File: src/rtl/definitions.sv
// Shared instruction encodings used by the control decoder and the sequencer.
// cCALL / cRET are the {opcode, fcode} patterns that select the return-stack
// behaviour of an absolute branch.
package definitions;

  localparam logic [4:0] cCALL = 5'b1110_0;
  localparam logic [4:0] cRET  = 5'b1110_1;

endpackage

File: src/rtl/pc_sequencer_if.sv
// Sequencer <-> ROM/decoder bus.
//   imem_addr/imem_data : instruction ROM fetch (data is combinational from addr)
//   opcode/fcode/operand: instruction fields presented to the decoder
//   DONE                : squash indication to the decoder
//   CTRL_* / zero_flag  : branch controls and datapath zero result from decoder
//   rel_offset          : signed relative branch offset
//   abs_target          : absolute target for J/CALL
// master = sequencer side, slave = ROM/decoder side.
interface pc_sequencer_if #(
  parameter int unsigned PC_W    = 10,
  parameter int unsigned INSTR_W = 9
);

  logic [PC_W-1:0]    imem_addr;
  logic [INSTR_W-1:0] imem_data;
  logic [3:0]         opcode;
  logic               fcode;
  logic [3:0]         operand;
  logic               DONE;
  logic               CTRL_branch_rel_z;
  logic               CTRL_branch_rel_nz;
  logic               CTRL_branch_abs;
  logic               zero_flag;
  logic [PC_W-1:0]    rel_offset;
  logic [PC_W-1:0]    abs_target;

  modport master (
    output imem_addr, opcode, fcode, operand, DONE,
    input  imem_data, CTRL_branch_rel_z, CTRL_branch_rel_nz, CTRL_branch_abs,
           zero_flag, rel_offset, abs_target
  );

  modport slave (
    input  imem_addr, opcode, fcode, operand, DONE,
    output imem_data, CTRL_branch_rel_z, CTRL_branch_rel_nz, CTRL_branch_abs,
           zero_flag, rel_offset, abs_target
  );

endinterface

File: src/rtl/pc_sequencer.sv
// Instruction sequencer: holds the PC, fetches from the instruction ROM,
// splits the word into decoder fields, raises DONE to squash the decoder
// when idle/halted/faulting, and applies branch controls (including a
// CALL/RET return stack) to form the next PC.
// Ports:
//   CLK, RST_N  : clock, asynchronous active-low reset
//   START       : begin/restart execution from IDLE or HALTED
//   bus         : ROM fetch + decoder interface (master side)
//   stack_err   : sticky return-stack overflow/underflow
//   instr_count : saturating retired-instruction counter
module pc_sequencer #(
  parameter int unsigned        PC_W        = 10,
  parameter int unsigned        INSTR_W     = 9,
  parameter logic [PC_W-1:0]    START_ADDR  = '0,
  parameter int unsigned        STACK_DEPTH = 4,
  parameter logic [INSTR_W-1:0] HALT_INSTR  = 9'h1FF
) (
  input  logic                  CLK,
  input  logic                  RST_N,
  input  logic                  START,
  pc_sequencer_if.master        bus,
  output logic                  stack_err,
  output logic [15:0]           instr_count
);

  import definitions::*;

  localparam int unsigned SP_W = $clog2(STACK_DEPTH);

  typedef enum logic [1:0] {IDLE, RUN, HALTED} state_t;

  state_t          state;
  logic [PC_W-1:0] pc;
  logic [PC_W-1:0] pc_next;
  logic [PC_W-1:0] pc_inc;
  logic [PC_W-1:0] stack [STACK_DEPTH];
  logic [SP_W:0]   sp;
  logic [SP_W-1:0] top_idx;
  logic [4:0]      op_f;
  logic            is_halt;
  logic            is_call;
  logic            is_ret;
  logic            fault;
  logic            push;
  logic            pop;

  always_comb begin
    op_f    = bus.imem_data[8:4];
    is_halt = (bus.imem_data == HALT_INSTR);
    is_call = bus.CTRL_branch_abs && (op_f == cCALL);
    is_ret  = bus.CTRL_branch_abs && (op_f == cRET);
    top_idx = SP_W'(sp - (SP_W+1)'(1));
    pc_inc  = pc + PC_W'(1);
    // Halt wins over any stack action; a fault only exists while running.
    fault   = (state == RUN) && !is_halt &&
              ((is_call && (sp == (SP_W+1)'(STACK_DEPTH))) ||
               (is_ret  && (sp == '0)));
    push    = 1'b0;
    pop     = 1'b0;
    if (is_call) begin
      push    = 1'b1;
      pc_next = bus.abs_target;
    end else if (is_ret) begin
      pop     = 1'b1;
      pc_next = stack[top_idx];
    end else if (bus.CTRL_branch_abs) begin
      pc_next = bus.abs_target;
    end else if ((bus.CTRL_branch_rel_z && bus.zero_flag) ||
                 (bus.CTRL_branch_rel_nz && !bus.zero_flag)) begin
      // Equal widths: the add wraps modulo 2^PC_W, which is exactly the
      // sign-extended offset added with wrap.
      pc_next = pc + bus.rel_offset;
    end else begin
      pc_next = pc_inc;
    end
  end

  assign bus.imem_addr = pc;
  assign bus.opcode    = bus.imem_data[8:5];
  assign bus.fcode     = bus.imem_data[4];
  assign bus.operand   = bus.imem_data[3:0];
  assign bus.DONE      = (state != RUN) || is_halt || fault;

  always_ff @(posedge CLK or negedge RST_N) begin
    if (!RST_N) begin
      state       <= IDLE;
      pc          <= '0;
      sp          <= '0;
      stack_err   <= 1'b0;
      instr_count <= '0;
      for (int unsigned i = 0; i < STACK_DEPTH; i++) begin
        stack[i] <= '0;
      end
    end else begin
      unique case (state)
        IDLE, HALTED: begin
          if (START) begin
            state       <= RUN;
            pc          <= START_ADDR;
            sp          <= '0;
            stack_err   <= 1'b0;
            instr_count <= '0;
          end
        end
        RUN: begin
          if (is_halt) begin
            state <= HALTED;
          end else if (fault) begin
            stack_err <= 1'b1;
            state     <= HALTED;
          end else begin
            pc <= pc_next;
            if (instr_count != '1) begin
              instr_count <= instr_count + 16'd1;
            end
            if (push) begin
              stack[sp[SP_W-1:0]] <= pc_inc;
              sp                  <= sp + (SP_W+1)'(1);
            end
            if (pop) begin
              sp <= sp - (SP_W+1)'(1);
            end
          end
        end
        default: state <= IDLE;
      endcase
    end
  end

endmodule

File: src/flat_wrapper.sv
// flat-port wrapper written by rule: the top's interface ports become plain ports
module pc_sequencer_flat import definitions::*;
#(
  parameter int unsigned        PC_W        = 10,
  parameter int unsigned        INSTR_W     = 9,
  parameter logic [PC_W-1:0]    START_ADDR  = '0,
  parameter int unsigned        STACK_DEPTH = 4,
  parameter logic [INSTR_W-1:0] HALT_INSTR  = 9'h1FF
)
  (CLK, RST_N, START, stack_err, instr_count, bus_imem_addr, bus_opcode, bus_fcode, bus_operand, bus_DONE, bus_imem_data, bus_CTRL_branch_rel_z, bus_CTRL_branch_rel_nz, bus_CTRL_branch_abs, bus_zero_flag, bus_rel_offset, bus_abs_target);
  pc_sequencer_if #(.PC_W(PC_W), .INSTR_W(INSTR_W)) bus_i ();
  input  logic CLK;
  input  logic RST_N;
  input  logic START;
  output logic stack_err;
  output logic [15:0] instr_count;
  output wire logic [$bits(bus_i.imem_addr)-1:0] bus_imem_addr;
  output wire logic [$bits(bus_i.opcode)-1:0] bus_opcode;
  output wire logic [$bits(bus_i.fcode)-1:0] bus_fcode;
  output wire logic [$bits(bus_i.operand)-1:0] bus_operand;
  output wire logic [$bits(bus_i.DONE)-1:0] bus_DONE;
  input wire logic [$bits(bus_i.imem_data)-1:0] bus_imem_data;
  input wire logic [$bits(bus_i.CTRL_branch_rel_z)-1:0] bus_CTRL_branch_rel_z;
  input wire logic [$bits(bus_i.CTRL_branch_rel_nz)-1:0] bus_CTRL_branch_rel_nz;
  input wire logic [$bits(bus_i.CTRL_branch_abs)-1:0] bus_CTRL_branch_abs;
  input wire logic [$bits(bus_i.zero_flag)-1:0] bus_zero_flag;
  input wire logic [$bits(bus_i.rel_offset)-1:0] bus_rel_offset;
  input wire logic [$bits(bus_i.abs_target)-1:0] bus_abs_target;
  assign bus_imem_addr = bus_i.imem_addr;
  assign bus_opcode = bus_i.opcode;
  assign bus_fcode = bus_i.fcode;
  assign bus_operand = bus_i.operand;
  assign bus_DONE = bus_i.DONE;
  assign bus_i.imem_data = bus_imem_data;
  assign bus_i.CTRL_branch_rel_z = bus_CTRL_branch_rel_z;
  assign bus_i.CTRL_branch_rel_nz = bus_CTRL_branch_rel_nz;
  assign bus_i.CTRL_branch_abs = bus_CTRL_branch_abs;
  assign bus_i.zero_flag = bus_zero_flag;
  assign bus_i.rel_offset = bus_rel_offset;
  assign bus_i.abs_target = bus_abs_target;
  pc_sequencer #(.PC_W(PC_W), .INSTR_W(INSTR_W), .START_ADDR(START_ADDR), .STACK_DEPTH(STACK_DEPTH), .HALT_INSTR(HALT_INSTR)) u_core (.CLK(CLK), .RST_N(RST_N), .START(START), .bus(bus_i), .stack_err(stack_err), .instr_count(instr_count));
endmodule
File: config.mk
export PLATFORM = sky130hd
export DESIGN_NAME = pc_sequencer_flat
export DESIGN_NICKNAME = d
export VERILOG_FILES = /design/src/rtl/definitions.sv /design/src/rtl/pc_sequencer_if.sv /design/src/rtl/pc_sequencer.sv /design/src/flat_wrapper.sv
export SDC_FILE = /design/constraint.sdc
export NUM_CORES = 1
export LEC_CHECK = 0
export BUFFER_PORTS_ARGS = -buffer_cell sky130_fd_sc_hd__buf_2
export CORE_UTILIZATION = 30
export DETAILED_ROUTE_END_ITERATION = 8
export SYNTH_ARGS = -nofsm -noshare
export SYNTH_HDL_FRONTEND = slang
export SYNTH_SLANG_ARGS = --single-unit
File: constraint.sdc
create_clock -name CLK -period 2.2 [get_ports CLK]
set_input_delay 0.33 -clock CLK [delete_from_list [all_inputs] [get_ports CLK]]
set_output_delay 0.33 -clock CLK [all_outputs]
set_load 0.02 [all_outputs]
Word level (Yosys, flattened, before mapping)
Index checks and enable logic that the tools add are counted.
- input bits: 36
- logic and storage cells: 97
- register bits: 72
- bitwise logic cells: 4
- multiplexer cells: 36
- add/subtract/negate cells: 5
- magnitude comparators: 3
- equality and inequality tests: 15
- reductions and logical operators: 25
- operators by type and width (kind ; number):
    10-bit 2-to-1 mux ; 10
    16-bit 2-to-1 mux ; 4
    40-bit bitwise mux ; 1
    16-bit one-hot mux with 2 select lines ; 1
    10-bit binary-select mux with 2-bit select ; 1
    10-bit demux with 2-bit select ; 1
    10-bit one-hot mux with 2 select lines ; 1
    16-bit by 1-bit adder with 16-bit output, second input constant ; 1
    16-bit inequality test, second input constant ; 1
    3-bit 2-to-1 mux ; 5
    4-bit AND reduction ; 3
    10-bit by 1-bit adder with 10-bit output, second input constant ; 1
    10-bit adder ; 1
    5-bit equality test, second input constant ; 2
    5-bit AND reduction ; 2
    9-bit equality test, second input constant ; 1
    1-bit logical AND ; 9
    2-bit inequality test, second input constant ; 4
    3-bit greater-or-equal comparator, second input constant ; 2
    1-bit 2-to-1 mux ; 6
    2-bit 2-to-1 mux ; 3
    3-bit by 1-bit inequality test with 1-bit output, second input constant ; 2
    2-bit inverter with 3-bit output ; 2
    3-bit one-hot mux with 2 select lines ; 1
    17 further kinds ; 23

Depth between registers and ports, before layout
- depth after elaboration: 10
- gate-level depth with buffers: 12
- mapped depth without buffers: 10

Least setup slack after synthesis
Ideal clock, no wire load.
- kind: flip-flop to output port
- from: reg u_core.sp[0]
- to: out bus_DONE
- arrival time: 2.114 ns
- buffers on the path: 3
- cell stages (with the launch flop): 10
- setup slack: -0.244 ns
- cells stage by stage: dfrtp_1 > buf_2 > inv_1 > ha_1 > inv_1 > or4_1 > and2_4 > buf_6 > inv_1 > buf_4
- cells in the longest elaborated chain, start to end: 5
- elaborated cells on any way between the ends: 7
- those cells by class: eq/ne: 1; reduce/logical: 6
- ends and longest elaborated chain (item ; RTL line ; source):
    from (decl) ; pc_sequencer.sv:37 ; logic [SP_W:0] sp;
    from (signal assigned) ; pc_sequencer.sv:118 ; sp <= sp + (SP_W+1)'(1);
    from (signal assigned) ; pc_sequencer.sv:121 ; sp <= sp - (SP_W+1)'(1);
    3-bit equality test or 3-bit zero test (tied branches) ; pc_sequencer.sv:56, pc_sequencer.sv:57 ;
    1-bit logical AND, on equally long branches ; pc_sequencer.sv:56, pc_sequencer.sv:57 ;
    1-bit logical OR (*) ; pc_sequencer.sv:56 ; ((is_call && (sp == (SP_W+1)'(STACK_DEPTH))) ||
    1-bit logical AND (*) ; pc_sequencer.sv:55 ; fault = (state == RUN) && !is_halt &&
    1-bit logical OR (*) ; pc_sequencer.sv:82 ; assign bus.DONE = (state != RUN) || is_halt || fault;
    to (decl) ; flat_wrapper.sv:21 ; output wire logic [$bits(bus_i.DONE)-1:0] bus_DONE;
Mark *: on every way between the ends. The rest lies on a longest branch, timed or not.

Worst setup path after layout
- from: reg u_core.sp[0]
- to: reg u_core.stack[31] in the netlist's numbering
- cells in the longest elaborated chain, start to end: 6
- elaborated cells on any way between the ends: 15
- those cells by class: order compare: 2; eq/ne: 1; mux: 3; bitwise: 2; reduce/logical: 7
- ends and longest elaborated chain (item ; RTL line ; source):
    2-bit inverter with 3-bit output (not written as such), or another cell as far along ; pc_sequencer.sv:117 ; stack[sp[SP_W-1:0]] <= pc_inc;
    3-bit greater-or-equal comparator (not written as such), or another cell as far along ; pc_sequencer.sv:117 ;
    1-bit logical AND (not written as such) or 1-bit logical OR (tied branches) ; pc_sequencer.sv:117, pc_sequencer.sv:56 ;
    10-bit 2-to-1 mux (not written as such) or 1-bit logical AND (tied branches) ; pc_sequencer.sv:117, pc_sequencer.sv:55 ;
    10-bit demux with 2-bit select or 1-bit inverter (tied branches) ; -- ;
    40-bit bitwise mux or 4-bit AND reduction (tied branches) ; -- ;
    to (signal, indexed assignment) ; pc_sequencer.sv:117 ;
    to (decl) ; pc_sequencer.sv:36 ; logic [PC_W-1:0] stack [STACK_DEPTH];
Several ways; a longest one is shown, not always the timed one.
A chain may end at the register's enable or synchronous reset.

==> results.json <==
{
  "final_cell_count_no_fill": 732,
  "grt_max_degree": 73,
  "dieWidth_um": 121.0,
  "cts_tree": "done",
  "drc": 0,
  "num_vias": 3743,
  "synthCells": 445,
  "cp-end-kind": "register",
  "critPathMaxFanout": 6,
  "synth_warnings": 0,
  "synth-xor-area-share_pct": 5.773,
  "required_ns": 2.42,
  "dp_hpwl_mm": 8.498,
  "worstReg2RegStart": "u_core.sp[0]$_DFFE_PN0P_",
  "power.density_nw_per_um2": 1016,
  "cts_made_buffers": 9,
  "netlist_area_um2": 4248,
  "rsz0062_at_grt": "true",
  "fillerInstances": 1353,
  "ant_nets": 0,
  "totalWireLength_mm": 11.52,
  "startpoint_type": "register",
  "port_buffers": 72,
  "multiInputGateArea_um2": 2320,
  "wl_per_cell_um": 15.73,
  "p_leak_nw": 2.456,
  "tightestPinTransition_ns": 0.6930,
  "violations": "negative hold slack",
  "setup_viol": 0,
  "cts.sinks": 72,
  "slew_violations": 0,
  "met2_usage_pct": 25.57,
  "slew_headroom_pct": 52.48,
  "met3_usage_pct": 2.303,
  "cts_root_buffer": "clkbuf_16",
  "slowest_stage": "or4_4",
  "avgSynthCellArea_um2": 9.546,
  "layout-drive-gt1-share_pct": 31.70,
  "synthAdderAreaFrac_pct": 5.184,
  "worstPathBufferInverterCount": 4,
  "skew_ns": 0.008251,
  "max_freq_mhz": 462.4,
  "outcome": "complete, but fails checks",
  "gp_congestion": 0.9022,
  "setup_slack_ns": 0.03715,
  "yosysTopAreaCell": "dfrtp_1",
  "synth_top_family_by_area": "simple AND/OR/NAND/NOR gates",
  "ff_latch_area_um2": 1803,
  "worstHoldPathType": "input pin to async pin",
  "synthFlopType": "dfrtp_1",
  "rows": 43,
  "area_growth_pct": 27.60,
  "grt_pass1_vias": 3569,
  "dp_worst_setup_slack_ns": -0.008006,
  "drt_iter0_markers": 355,
  "antenna_found_initial": 0,
  "synth-simple-area-share_pct": 19.35,
  "ys_top_cells_by_count": "dfrtp_1, nand2_1, o21ai_0",
  "finalHoldViolCount": 3,
  "grt_pass1_wl_mm": 18.11,
  "period_needed_ns": 2.163,
  "synth_compound_area_share_pct": 14.29,
  "reg2reg_slack_ns": 0.04,
  "synth_seq_cells": 72,
  "crit_chain": "inv_4 > ha_4 > inv_2 > or4_4 > and2_4 > buf_6 > buf_4 > nand3_4 > mux2_2",
  "synthMuxAreaShare_pct": 7.570,
  "dp.cells": 708,
  "gr-total-overflow": 0,
  "seq_area_frac_synth_pct": 42.42,
  "async_reset_ff_share_pct": 100.0,
  "coreArea_um2": 13830,
  "drt-pass1-iter-count": 4,
  "critPathTopFamily": "simple AND/OR/NAND/NOR gates",
  "avgViaCountPerCell": 5.113,
  "crit_type": "register to register",
  "antenna-diode-count": 0,
  "timing.hold.ws_ns": -0.003988,
  "vdd_drop_max_uv": 381.5,
  "htree_levels": 3,
  "drv_cap": 0,
  "dieArea_um2": 14640,
  "synthTopCellsByArea": "dfrtp_1, o21ai_0, mux4_2",
  "fin_crit_sh_pct": 98.31,
  "globalRouteMet1Util_pct": 21.29,
  "slowest_delay_ns": 0.47,
  "finish.net_count": 600,
  "grt.total_usage_pct": 15.96,
  "die_y_um": 121.0,
  "top_usage_layer": "met2",
  "synth_edf_count": 0,
  "syn-num-nets": 498,
  "cp-startpoint": "u_core.sp[0]$_DFFE_PN0P_",
  "synth_cell_types": 59,
  "clkLatencyLatePin_ns": 0.34,
  "cts.path.max_buffers": 2,
  "cp.arrival_ns": 2.38,
  "post-synth-top-count-cell": "dfrtp_1",
  "boundaryPins": 73,
  "initial_core_util_pct": 30.72,
  "clk_pin_slew_worst_paths_ns": 0.06,
  "synth_top_cell_area_share_pct": 42.42
}
[sequential cells by signal, summed over array words and instances, names as in the netlist]
register	flops
u_core.stack	40
u_core.stack_err	1
u_core.state	2
u_core.sp	3
u_core.bus.imem_addr	10
u_core.instr_count	16
[worst register-to-register path, stage by stage (launching register included)]
cell and delay (ns):
dfrtp_2 0.42, inv_4 0.07, ha_4 0.13, inv_2 0.03, or4_4 0.47, and2_4 0.18
buf_6 0.15, buf_4 0.17, nand3_4 0.09, mux2_2 0.34
[where the power goes]
part / switching [mW] / internal, mW
clock network: 0.604 / 0.777
logic: 1.41 / 1.03
registers: 0.166 / 1.51
[routing by layer]
layer	vias to the layer above	part of all wire, %
met4	0	2.1
met2	120	48
met3	21	4.6
li1	1791	-
met1	1811	45
met5	-	0
[worst paths after layout]
kind / to / cells after the start
max: u_core.stack[31]$_DFFE_PN0P_ / 9
min: u_core.instr_count[2]$_DFFE_PN0P_ / 2
max reg2reg: u_core.stack[31]$_DFFE_PN0P_ / 9
min reg2reg: u_core.stack[2]$_DFFE_PN0P_ / 2
max in group asynchronous: u_core.sp[0]$_DFFE_PN0P_ / 2
min in group CLK: u_core.bus.imem_addr[2]$_DFFE_PN0P_ / 3
[placed cells by master (no fill, tap or decap), types with 3 or more instances in the layout]
cell type / Yosys / final
o22ai_1: 6 / 6
o21a_1: 3 / 3
clkbuf_16: 0 / 9
dfrtp_1: 72 / 71
o21ai_0: 55 / 53
inv_6: 0 / 3
mux2_2: 5 / 5
mux4_2: 10 / 10
buf_2: 4 / 71
and3_1: 7 / 7
mux2i_1: 4 / 4
ha_4: 0 / 4
nand2b_1: 4 / 4
nand2_1: 57 / 56
nand4_1: 10 / 10
nor2_1: 31 / 31
a21oi_1: 15 / 14
xor2_1: 16 / 16
xnor2_1: 12 / 12
inv_1: 14 / 10
ha_1: 16 / 11
nand3_4: 0 / 3
buf_4: 13 / 43
nand3_1: 26 / 26
o31ai_1: 4 / 4
[timing repair]
item,4_1_cts,5_1_grt
setup endpoints to repair,1,26
setup buffers,2,6
pin swaps,0,3
resized for setup,7,16
hold buffers,0,0
[cell families after synthesis]
logic type,count (synthesis)
AND/OR/NAND/NOR,165
AO/OA/AOI/OAI,103
flip-flops,72
buffers and inverters,41
XOR/XNOR,28
multiplexers,19
adder cells (fa/ha/maj),17
[stage by stage]
| stage | TNS, ns | instance area [um^2] | utilization (%) | total power, mW |
|---|---|---|---|---|
| 2_1_floorplan | 0 | 4307 | - | 3.097 |
| 3_3_place_gp | 0 | 4991 | 36.10 | 3.845 |
| 3_5_place_dp | -0.01014 | 4991 | 36.10 | 3.866 |
| 4_1_cts | -0.01116 | 5304 | 38.36 | 5.340 |
| 5_1_grt | -0.03225 | 5420 | 39.20 | 5.801 |
| 6_report | 0 | 5420 | 39.20 | 5.505 |
[final cells by class]
class                   count  share of cell area [%]
clock buffers               9                   4.155
clock inverters             7                   1.016
inverters                  15                   1.316
multi-input cells         332                   42.80
flip-flops and latches     72                   33.26
well taps                 180                   4.155
repair buffers            117                   13.30
No activity file was read; power rests on OpenSTA's default activity.
